**src/rtl/lnn_decoder_pkg.sv**
```systemverilog
// Shared definitions for the linear-prediction residual codec (encoder and decoder).
package lnn_pkg;

    localparam int FRAME_LEN    = 96;
    localparam int SYMBOL_W     = 4;
    localparam int WEIGHT_W     = 3;
    localparam int DIVISOR      = 10;
    localparam int PRIME_FRAMES = 3;

    typedef logic [SYMBOL_W-1:0] symbol_t;
    typedef logic [WEIGHT_W-1:0] weight_t;

    // PRIME: raw samples fill the history; DECODE: residual + prediction.
    typedef enum logic {
        ST_PRIME  = 1'b0,
        ST_DECODE = 1'b1
    } lnn_state_t;

endpackage

```
**src/rtl/lnn_decoder_if.sv**
```systemverilog
// Symbol stream into and reconstructed samples out of the decoder.
interface lnn_decoder_if;
    import lnn_pkg::*;

    logic    in_valid;
    symbol_t in_symbol;
    logic    in_last;
    logic    out_valid;
    symbol_t out_symbol;
    logic    out_last;

    // Stream source / sample sink side.
    modport master (
        output in_valid, in_symbol, in_last,
        input  out_valid, out_symbol, out_last
    );

    // Decoder side.
    modport slave (
        input  in_valid, in_symbol, in_last,
        output out_valid, out_symbol, out_last
    );

endinterface

```
**src/rtl/lnn_decoder_predict.sv**
```systemverilog
// 3-tap weighted predictor shared by encoder and decoder so both sides
// compute bit-identical predictions: floor((w1*p1+w2*p2+w3*p3)/DIVISOR) mod 2^DATA_W.
module lnn_predict
    import lnn_pkg::*;
#(
    parameter int DATA_W = SYMBOL_W,
    parameter int COEF_W = WEIGHT_W
) (
    input  logic [COEF_W-1:0] w1,
    input  logic [COEF_W-1:0] w2,
    input  logic [COEF_W-1:0] w3,
    input  logic [DATA_W-1:0] p1,
    input  logic [DATA_W-1:0] p2,
    input  logic [DATA_W-1:0] p3,
    output logic [DATA_W-1:0] pred
);

    localparam int PROD_W = COEF_W + DATA_W;
    localparam int SUM_W  = PROD_W + 2;

    logic [PROD_W-1:0] prod1;
    logic [PROD_W-1:0] prod2;
    logic [PROD_W-1:0] prod3;
    logic [SUM_W-1:0]  sum;

    // Quotient is kept only modulo 2^DATA_W; the wrap is undone by the
    // modular add on the decoder side.
    function automatic logic [DATA_W-1:0] div_trunc(input logic [SUM_W-1:0] s);
        logic [SUM_W-1:0] q;
        q = s / SUM_W'(DIVISOR);
        return q[DATA_W-1:0];
    endfunction

    // Weighted sum of the three history taps, then scaled prediction.
    always_comb begin
        prod1 = w1 * p1;
        prod2 = w2 * p2;
        prod3 = w3 * p3;
        sum   = SUM_W'(prod1) + SUM_W'(prod2) + SUM_W'(prod3);
        pred  = div_trunc(sum);
    end

endmodule

```
**src/rtl/lnn_decoder.sv**
```systemverilog
// Residual decoder: rebuilds samples as (residual + prediction) mod 16 using
// per-position history of the three previous frames. The first PRIME_FRAMES
// frames are raw samples that only fill the history.
module lnn_decoder
    import lnn_pkg::*;
#(
    parameter int FRAME_LEN    = lnn_pkg::FRAME_LEN,
    parameter int ADDR_W       = 10,
    parameter int PRIME_FRAMES = lnn_pkg::PRIME_FRAMES
) (
    input  logic                sys_clk,
    input  logic                sys_reset,
    input  logic                restart,
    lnn_decoder_if.slave        strm,
    output logic [ADDR_W-1:0]   rom_addr,
    input  weight_t             weight1,
    input  weight_t             weight2,
    input  weight_t             weight3,
    output logic                primed,
    output logic                sync_err
);

    localparam int POS_W  = (FRAME_LEN > 1) ? $clog2(FRAME_LEN) : 1;
    localparam int FCNT_W = $clog2(PRIME_FRAMES + 1);
    localparam logic [POS_W-1:0]  LAST_POS   = POS_W'(FRAME_LEN - 1);
    localparam logic [FCNT_W-1:0] FCNT_FULL  = FCNT_W'(PRIME_FRAMES);
    localparam logic [FCNT_W-1:0] FCNT_FINAL = FCNT_W'(PRIME_FRAMES - 1);

    // Modular sample reconstruction; wrap-around inverts the encoder's wrapped subtraction.
    function automatic symbol_t wrap_add(input symbol_t a, input symbol_t b);
        return a + b;
    endfunction

    lnn_state_t        state;
    lnn_state_t        state_nxt;
    logic [POS_W-1:0]  pos_p0;
    logic [POS_W-1:0]  pos_nxt;
    logic [FCNT_W-1:0] fcnt;
    logic [FCNT_W-1:0] fcnt_nxt;
    logic              sync_err_nxt;
    logic              accept;
    logic              at_last;

    logic              vld_p1;
    symbol_t           sym_p1;
    logic [POS_W-1:0]  pos_p1;
    logic              dec_p1;
    logic              commit_p1;

    symbol_t           hist1 [FRAME_LEN];
    symbol_t           hist2 [FRAME_LEN];
    symbol_t           hist3 [FRAME_LEN];
    symbol_t           hp1_p1;
    symbol_t           hp2_p1;
    symbol_t           hp3_p1;
    symbol_t           pred_p1;
    symbol_t           out_val_p1;

    logic              vld_p2;
    symbol_t           sym_p2;
    logic              last_p2;

    // restart has priority: a symbol presented alongside it is dropped.
    assign accept   = strm.in_valid && !restart;
    assign at_last  = (pos_p0 == LAST_POS);
    assign rom_addr = ADDR_W'(pos_p0);
    assign primed   = (state == ST_DECODE);

    // Next-state: mode, frame count, position counter and frame-sync error.
    always_comb begin
        state_nxt    = state;
        fcnt_nxt     = fcnt;
        pos_nxt      = pos_p0;
        sync_err_nxt = sync_err;
        if (restart) begin
            state_nxt    = ST_PRIME;
            fcnt_nxt     = '0;
            pos_nxt      = '0;
            sync_err_nxt = 1'b0;
        end else if (strm.in_valid) begin
            // An early in_last resynchronises the frame to position 0.
            if (strm.in_last || at_last) begin
                pos_nxt = '0;
            end else begin
                pos_nxt = pos_p0 + 1'b1;
            end
            if (strm.in_last != at_last) begin
                sync_err_nxt = 1'b1;
            end
            if (at_last && (fcnt != FCNT_FULL)) begin
                fcnt_nxt = fcnt + 1'b1;
            end
            case (state)
                ST_PRIME: begin
                    if (at_last && (fcnt == FCNT_FINAL)) begin
                        state_nxt = ST_DECODE;
                    end
                end
                ST_DECODE: begin
                    state_nxt = ST_DECODE;
                end
                default: begin
                    state_nxt = ST_PRIME;
                end
            endcase
        end
    end

    // Control state register.
    always_ff @(posedge sys_clk or negedge sys_reset) begin
        if (!sys_reset) begin
            state    <= ST_PRIME;
            fcnt     <= '0;
            pos_p0   <= '0;
            sync_err <= 1'b0;
        end else begin
            state    <= state_nxt;
            fcnt     <= fcnt_nxt;
            pos_p0   <= pos_nxt;
            sync_err <= sync_err_nxt;
        end
    end

    // ---- stage 0 -> 1: capture accepted symbol; ROM presents weights next cycle ----

    // Stage-1 valid.
    always_ff @(posedge sys_clk or negedge sys_reset) begin
        if (!sys_reset) begin
            vld_p1 <= 1'b0;
        end else begin
            vld_p1 <= accept;
        end
    end

    // Stage-1 data; the mode is captured with the symbol so the last priming
    // sample stays raw even though the state has already moved on.
    always_ff @(posedge sys_clk) begin
        if (accept) begin
            sym_p1 <= strm.in_symbol;
            pos_p1 <= pos_p0;
            dec_p1 <= (state == ST_DECODE);
        end
    end

    // ---- stage 1 -> 2: predict, reconstruct, register output and update history ----

    assign commit_p1 = vld_p1 && !restart;
    assign hp1_p1    = hist1[pos_p1];
    assign hp2_p1    = hist2[pos_p1];
    assign hp3_p1    = hist3[pos_p1];

    lnn_predict #(
        .DATA_W (SYMBOL_W),
        .COEF_W (WEIGHT_W)
    ) u_predict (
        .w1   (weight1),
        .w2   (weight2),
        .w3   (weight3),
        .p1   (hp1_p1),
        .p2   (hp2_p1),
        .p3   (hp3_p1),
        .pred (pred_p1)
    );

    assign out_val_p1 = dec_p1 ? wrap_add(sym_p1, pred_p1) : sym_p1;

    // Output register; an in-flight sample is discarded on restart.
    always_ff @(posedge sys_clk or negedge sys_reset) begin
        if (!sys_reset) begin
            vld_p2  <= 1'b0;
            sym_p2  <= '0;
            last_p2 <= 1'b0;
        end else begin
            vld_p2  <= commit_p1;
            last_p2 <= commit_p1 && (pos_p1 == LAST_POS);
            if (commit_p1) begin
                sym_p2 <= out_val_p1;
            end
        end
    end

    // History shift for this position; consecutive accepts always hit different entries.
    always_ff @(posedge sys_clk) begin
        if (commit_p1) begin
            hist3[pos_p1] <= hp2_p1;
            hist2[pos_p1] <= hp1_p1;
            hist1[pos_p1] <= out_val_p1;
        end
    end

    assign strm.out_valid  = vld_p2;
    assign strm.out_symbol = sym_p2;
    assign strm.out_last   = last_p2;

endmodule

```
**src/flat_wrapper.sv**
```systemverilog
// flat-port wrapper written by rule: the top's interface ports become plain ports
module lnn_decoder_flat import lnn_pkg::*;
#(
    parameter int FRAME_LEN    = lnn_pkg::FRAME_LEN,
    parameter int ADDR_W       = 10,
    parameter int PRIME_FRAMES = lnn_pkg::PRIME_FRAMES
)
  (sys_clk, sys_reset, restart, rom_addr, weight1, weight2, weight3, primed, sync_err, strm_in_valid, strm_in_symbol, strm_in_last, strm_out_valid, strm_out_symbol, strm_out_last);
  lnn_decoder_if strm_i ();
  input  logic sys_clk;
  input  logic sys_reset;
  input  logic restart;
  output logic [ADDR_W-1:0] rom_addr;
  input  weight_t weight1;
  input  weight_t weight2;
  input  weight_t weight3;
  output logic primed;
  output logic sync_err;
  input wire logic [$bits(strm_i.in_valid)-1:0] strm_in_valid;
  input wire logic [$bits(strm_i.in_symbol)-1:0] strm_in_symbol;
  input wire logic [$bits(strm_i.in_last)-1:0] strm_in_last;
  output wire logic [$bits(strm_i.out_valid)-1:0] strm_out_valid;
  output wire logic [$bits(strm_i.out_symbol)-1:0] strm_out_symbol;
  output wire logic [$bits(strm_i.out_last)-1:0] strm_out_last;
  assign strm_i.in_valid = strm_in_valid;
  assign strm_i.in_symbol = strm_in_symbol;
  assign strm_i.in_last = strm_in_last;
  assign strm_out_valid = strm_i.out_valid;
  assign strm_out_symbol = strm_i.out_symbol;
  assign strm_out_last = strm_i.out_last;
  lnn_decoder #(.FRAME_LEN(FRAME_LEN), .ADDR_W(ADDR_W), .PRIME_FRAMES(PRIME_FRAMES)) u_core (.sys_clk(sys_clk), .sys_reset(sys_reset), .restart(restart), .strm(strm_i), .rom_addr(rom_addr), .weight1(weight1), .weight2(weight2), .weight3(weight3), .primed(primed), .sync_err(sync_err));
endmodule
```
**config.mk**
```make
export PLATFORM = sky130hd
export DESIGN_NAME = lnn_decoder_flat
export DESIGN_NICKNAME = d
export VERILOG_FILES = /design/src/rtl/lnn_decoder_pkg.sv /design/src/rtl/lnn_decoder_if.sv /design/src/rtl/lnn_decoder_predict.sv /design/src/rtl/lnn_decoder.sv /design/src/flat_wrapper.sv
export SDC_FILE = /design/constraint.sdc
export NUM_CORES = 1
export LEC_CHECK = 0
export ABC_AREA = 0
export BUFFER_PORTS_ARGS = -buffer_cell sky130_fd_sc_hd__buf_2
export CAP_MARGIN = 20
export CORE_AREA = 10 10 383 385
export CTS_CLUSTER_SIZE = 40
export DETAILED_ROUTE_END_ITERATION = 6
export DIE_AREA = 0 0 393 395
export PLACE_DENSITY = 0.6
export SLEW_MARGIN = 20
export SYNTH_ARGS = -nofsm -noshare
export SYNTH_HDL_FRONTEND = slang
export SYNTH_HIERARCHICAL = 1
export SYNTH_SLANG_ARGS = --single-unit
export TNS_END_PERCENT = 30
```
**constraint.sdc**
```tcl
create_clock -name sys_clk -period 38.8 [get_ports sys_clk]
set_input_delay 0 -clock sys_clk [delete_from_list [all_inputs] [get_ports sys_clk]]
set_output_delay 0 -clock sys_clk [all_outputs]
set_load 0.01 [all_outputs]
```
==> flow_summary.toml <==
[run_status]
outcome = "finished clean"

[finish]
multi_input_area_um2 = 11900
nets = 2652
syn_to_final_growth_pct = 14.2
layout.area.seq_um2 = 35600
utilization_pct = 39.7
fill_cells = 12200
drive_gt1_share_pct = 25.7

[drt]
wl_per_cell_um = 26.8
drc = 0
first_pass_iters = 5
antenna_left = 0
dr.first_iter.drc_count = 2817
finalWirelength_mm = 121
vias = 24600
drt-vias-per-instance = 5.48

[clock_tree]
cts_hold_buf = 12
ctsResizeCount = 0
clock_latency_ns = 0.73
cts_buffers = 115
cts_sinks = 1189
cts.path.max_buffers = 3
clkTransAtPathRegs_ns = 0.06
cts_tree = "built"
clockRootBuffer = "clkbuf_16"
htree_levels = 3
cts_setup_buffers = 0

[timing]
fin_hold_ws_ns = 0.0767
max_freq_ghz = 0.0772
fin_worst_skew_ns = 0.0488
setup_violations = 0
slew_headroom_pct = 26.8
rsz0062_at_grt = "no"
fin_crit_ns = 12.95
finalSetupTns_ns = 0
worstMarginPinSlew_ns = 1.10
slew_violations = 0
period_share_pct = 33.4
hold_viol = 0

[critical_path]
r2r-end = "u_core/hist1[59][3]"
reg2reg_depth = 36
slowest_delay_ns = 0.77
critPathMaxFanout = 96
critPathKind = "reg -> reg"
endpoint_kind = "register"
crit_top_cell = "fa_1"
cp.required_ns = 39.00
r2r_slack_ns = 25.85
crit_path_start_kind = "register"
crit_path_top_delay_cell = "a2111oi_0"
cp.arrival_ns = 13.15

[grt]
grt_first_pass_wirelength_mm = 177
grt_pass1_vias = 25000
antenna_found_initial = 2
grt_use_total_pct = 15.3
grt_max_degree = 102
grt-ovfl-total = 0

[floorplan]
io_pins = 36
start_util_pct = 34.7
rows = 137
core_area_um2 = 139000
die_y_um = 395
fp.dieArea_um2 = 155000
die_x_um = 393

[worst_hold_path]
hold_path_end = "u_core/sym_p1[3]"
min_path_type = "in -> reg"
hold_depth = 2
hp-start = "strm_in_symbol[3]"

[placement]
dp_hpwl_mm = 72.8
placement.io_buffers = 32
place_congestion = 0.848

[synth]
async_reset_ff_share_pct = 1.51
synth.distinct_cells = 81
yosysMostFrequentCell = "edfxtp_1"
yosysTopAreaCellShare_pct = 72.5
postSynthCellCount = 2417
yosys-top-cells-count = "edfxtp_1 (1,164), mux4_2 (283), nor2_1 (135)"
synth-seq-cells = 1189
synth-edff-count = 1164
synth.cell_area_um2 = 48200
yosysWarnings = 6
synth-seq-area-share_pct = 73.7
yosys.area.top_type = "edfxtp_1"
synth_ff_type = "edfxtp_1"
synth.avg_cell_area_um2 = 20.0
synth_area_leaders = "edfxtp_1 (72%), mux4_2 (13%), mux2i_1 (1.2%)"

[pwr]
finalPower_mw = 3.72
power_density_nw_per_um2 = 67.6
irDropWorstVdd_v = 0.000118
p_leak_nw = 17.4

[job]
maxCapViolCount = 0
state kept, by name, indices dropped and copies added (netlist names), named ones only:
name	count
u_core/hist1	384
u_core/strm.out_last	1
u_core/pos_p1	7
u_core/primed	1
u_core/strm.out_valid	1
u_core/sync_err	1
u_core/vld_p1	1
u_core/dec_p1	1
u_core/strm.out_symbol	4
u_core/hist3	384
u_core/pos_p0	7
u_core/fcnt	2
u_core/sym_p1	4
u_core/hist2	384
worst max-delay path, delay by kind of cell (launching register included):
family	cells	cell delay, ns
adders and majority gates	8	3.26
xor gates and xnor gates	1	0.09
DFF	1	0.68
buffers and inverters	7	1.91
AOI/OAI and AO/OA	13	3.77
muxes	1	0.59
and+or+nand+nor	6	1.80
per-layer routing:
metal  routed length, um  track usage, %
met5                   0               0
met4                3670            5.10
met3                9480            2.65
met2               58500            24.7
met1               49100            20.9
layout by cell type, fill, tap and decap left out, drive strengths merged, types with 8 or more instances in the layout:
cell and instances:
edfxtp 1164, and2 28, mux4 284, mux2 24, a31oi 8, dlygate4sd3 11, a22oi 21, nor2 139
fa 21, a21oi 31, a21o 11, o22ai 16, mux2i 60, nand2b 15, o211ai 13, xnor2 8
clkbuf 139, a221oi 8, o21ai 38, inv 48, buf 161, nor2b 25, and3 11, clkinv 57
o221ai 13, a211oi 14, nand2 102, ha 29, bufinv 14, dfrtp 18, nand3 42
metrics by stage:
stage,setup WS (ns),area [um^2],std cells
floorplan,24.80,48200,2419
global placement,26.03,51000,4258
detailed placement,25.93,51000,4258
CTS,25.89,55000,4489
global route,25.18,55100,4495
finish,25.85,55100,4497
where the power goes:
group	leakage, nW	internal, mW	switching [mW]
sequential	10.8	1.66	0.00603
clock	1.87	0.647	0.484
combinational	4.76	0.290	0.634
total	17.4	2.60	1.12
cells by family (layout without fill, tap and decap cells):
kind of cell | count (synthesis) | count (layout) | share of synthesized area, %
AND/OR/NAND/NOR | 404 | 404 | 3.98
other | 1 | 7 | 0.00778
buffers and inverters | 170 | 437 | 1.90
multiplexers | 368 | 368 | 15.1
AO/OA/AOI/OAI | 224 | 224 | 3.48
adder cells (fa/ha/maj) | 50 | 50 | 1.62
flip-flops | 1189 | 1189 | 73.7
XOR/XNOR | 11 | 11 | 0.215
worst max path at each step:
stage	startpoint	end	slack (ns)	cells after the start
floorplan	register	u_core/hist1[0][1]	24.80	37
global placement	register	u_core/hist1[56][3]	26.03	33
detailed placement	register	u_core/hist1[59][3]	25.93	36
CTS	register	u_core/hist1[61][3]	25.89	36
global route	register	u_core/hist1[57][3]	25.18	36
finish	register	u_core/hist1[59][3]	25.85	36
cell type report:
class / count / share of cell area [%]
timing repair buffer: 172 / 2.48
inverter: 46 / 0.313
tap: 1807 / 4.10
multi-input combinational: 1060 / 21.5
clock inverter: 80 / 1.57
antenna: 4 / 0.0182
clock buffer: 139 / 5.44
sequential: 1189 / 64.5
(Power assumes the default switching activity.)
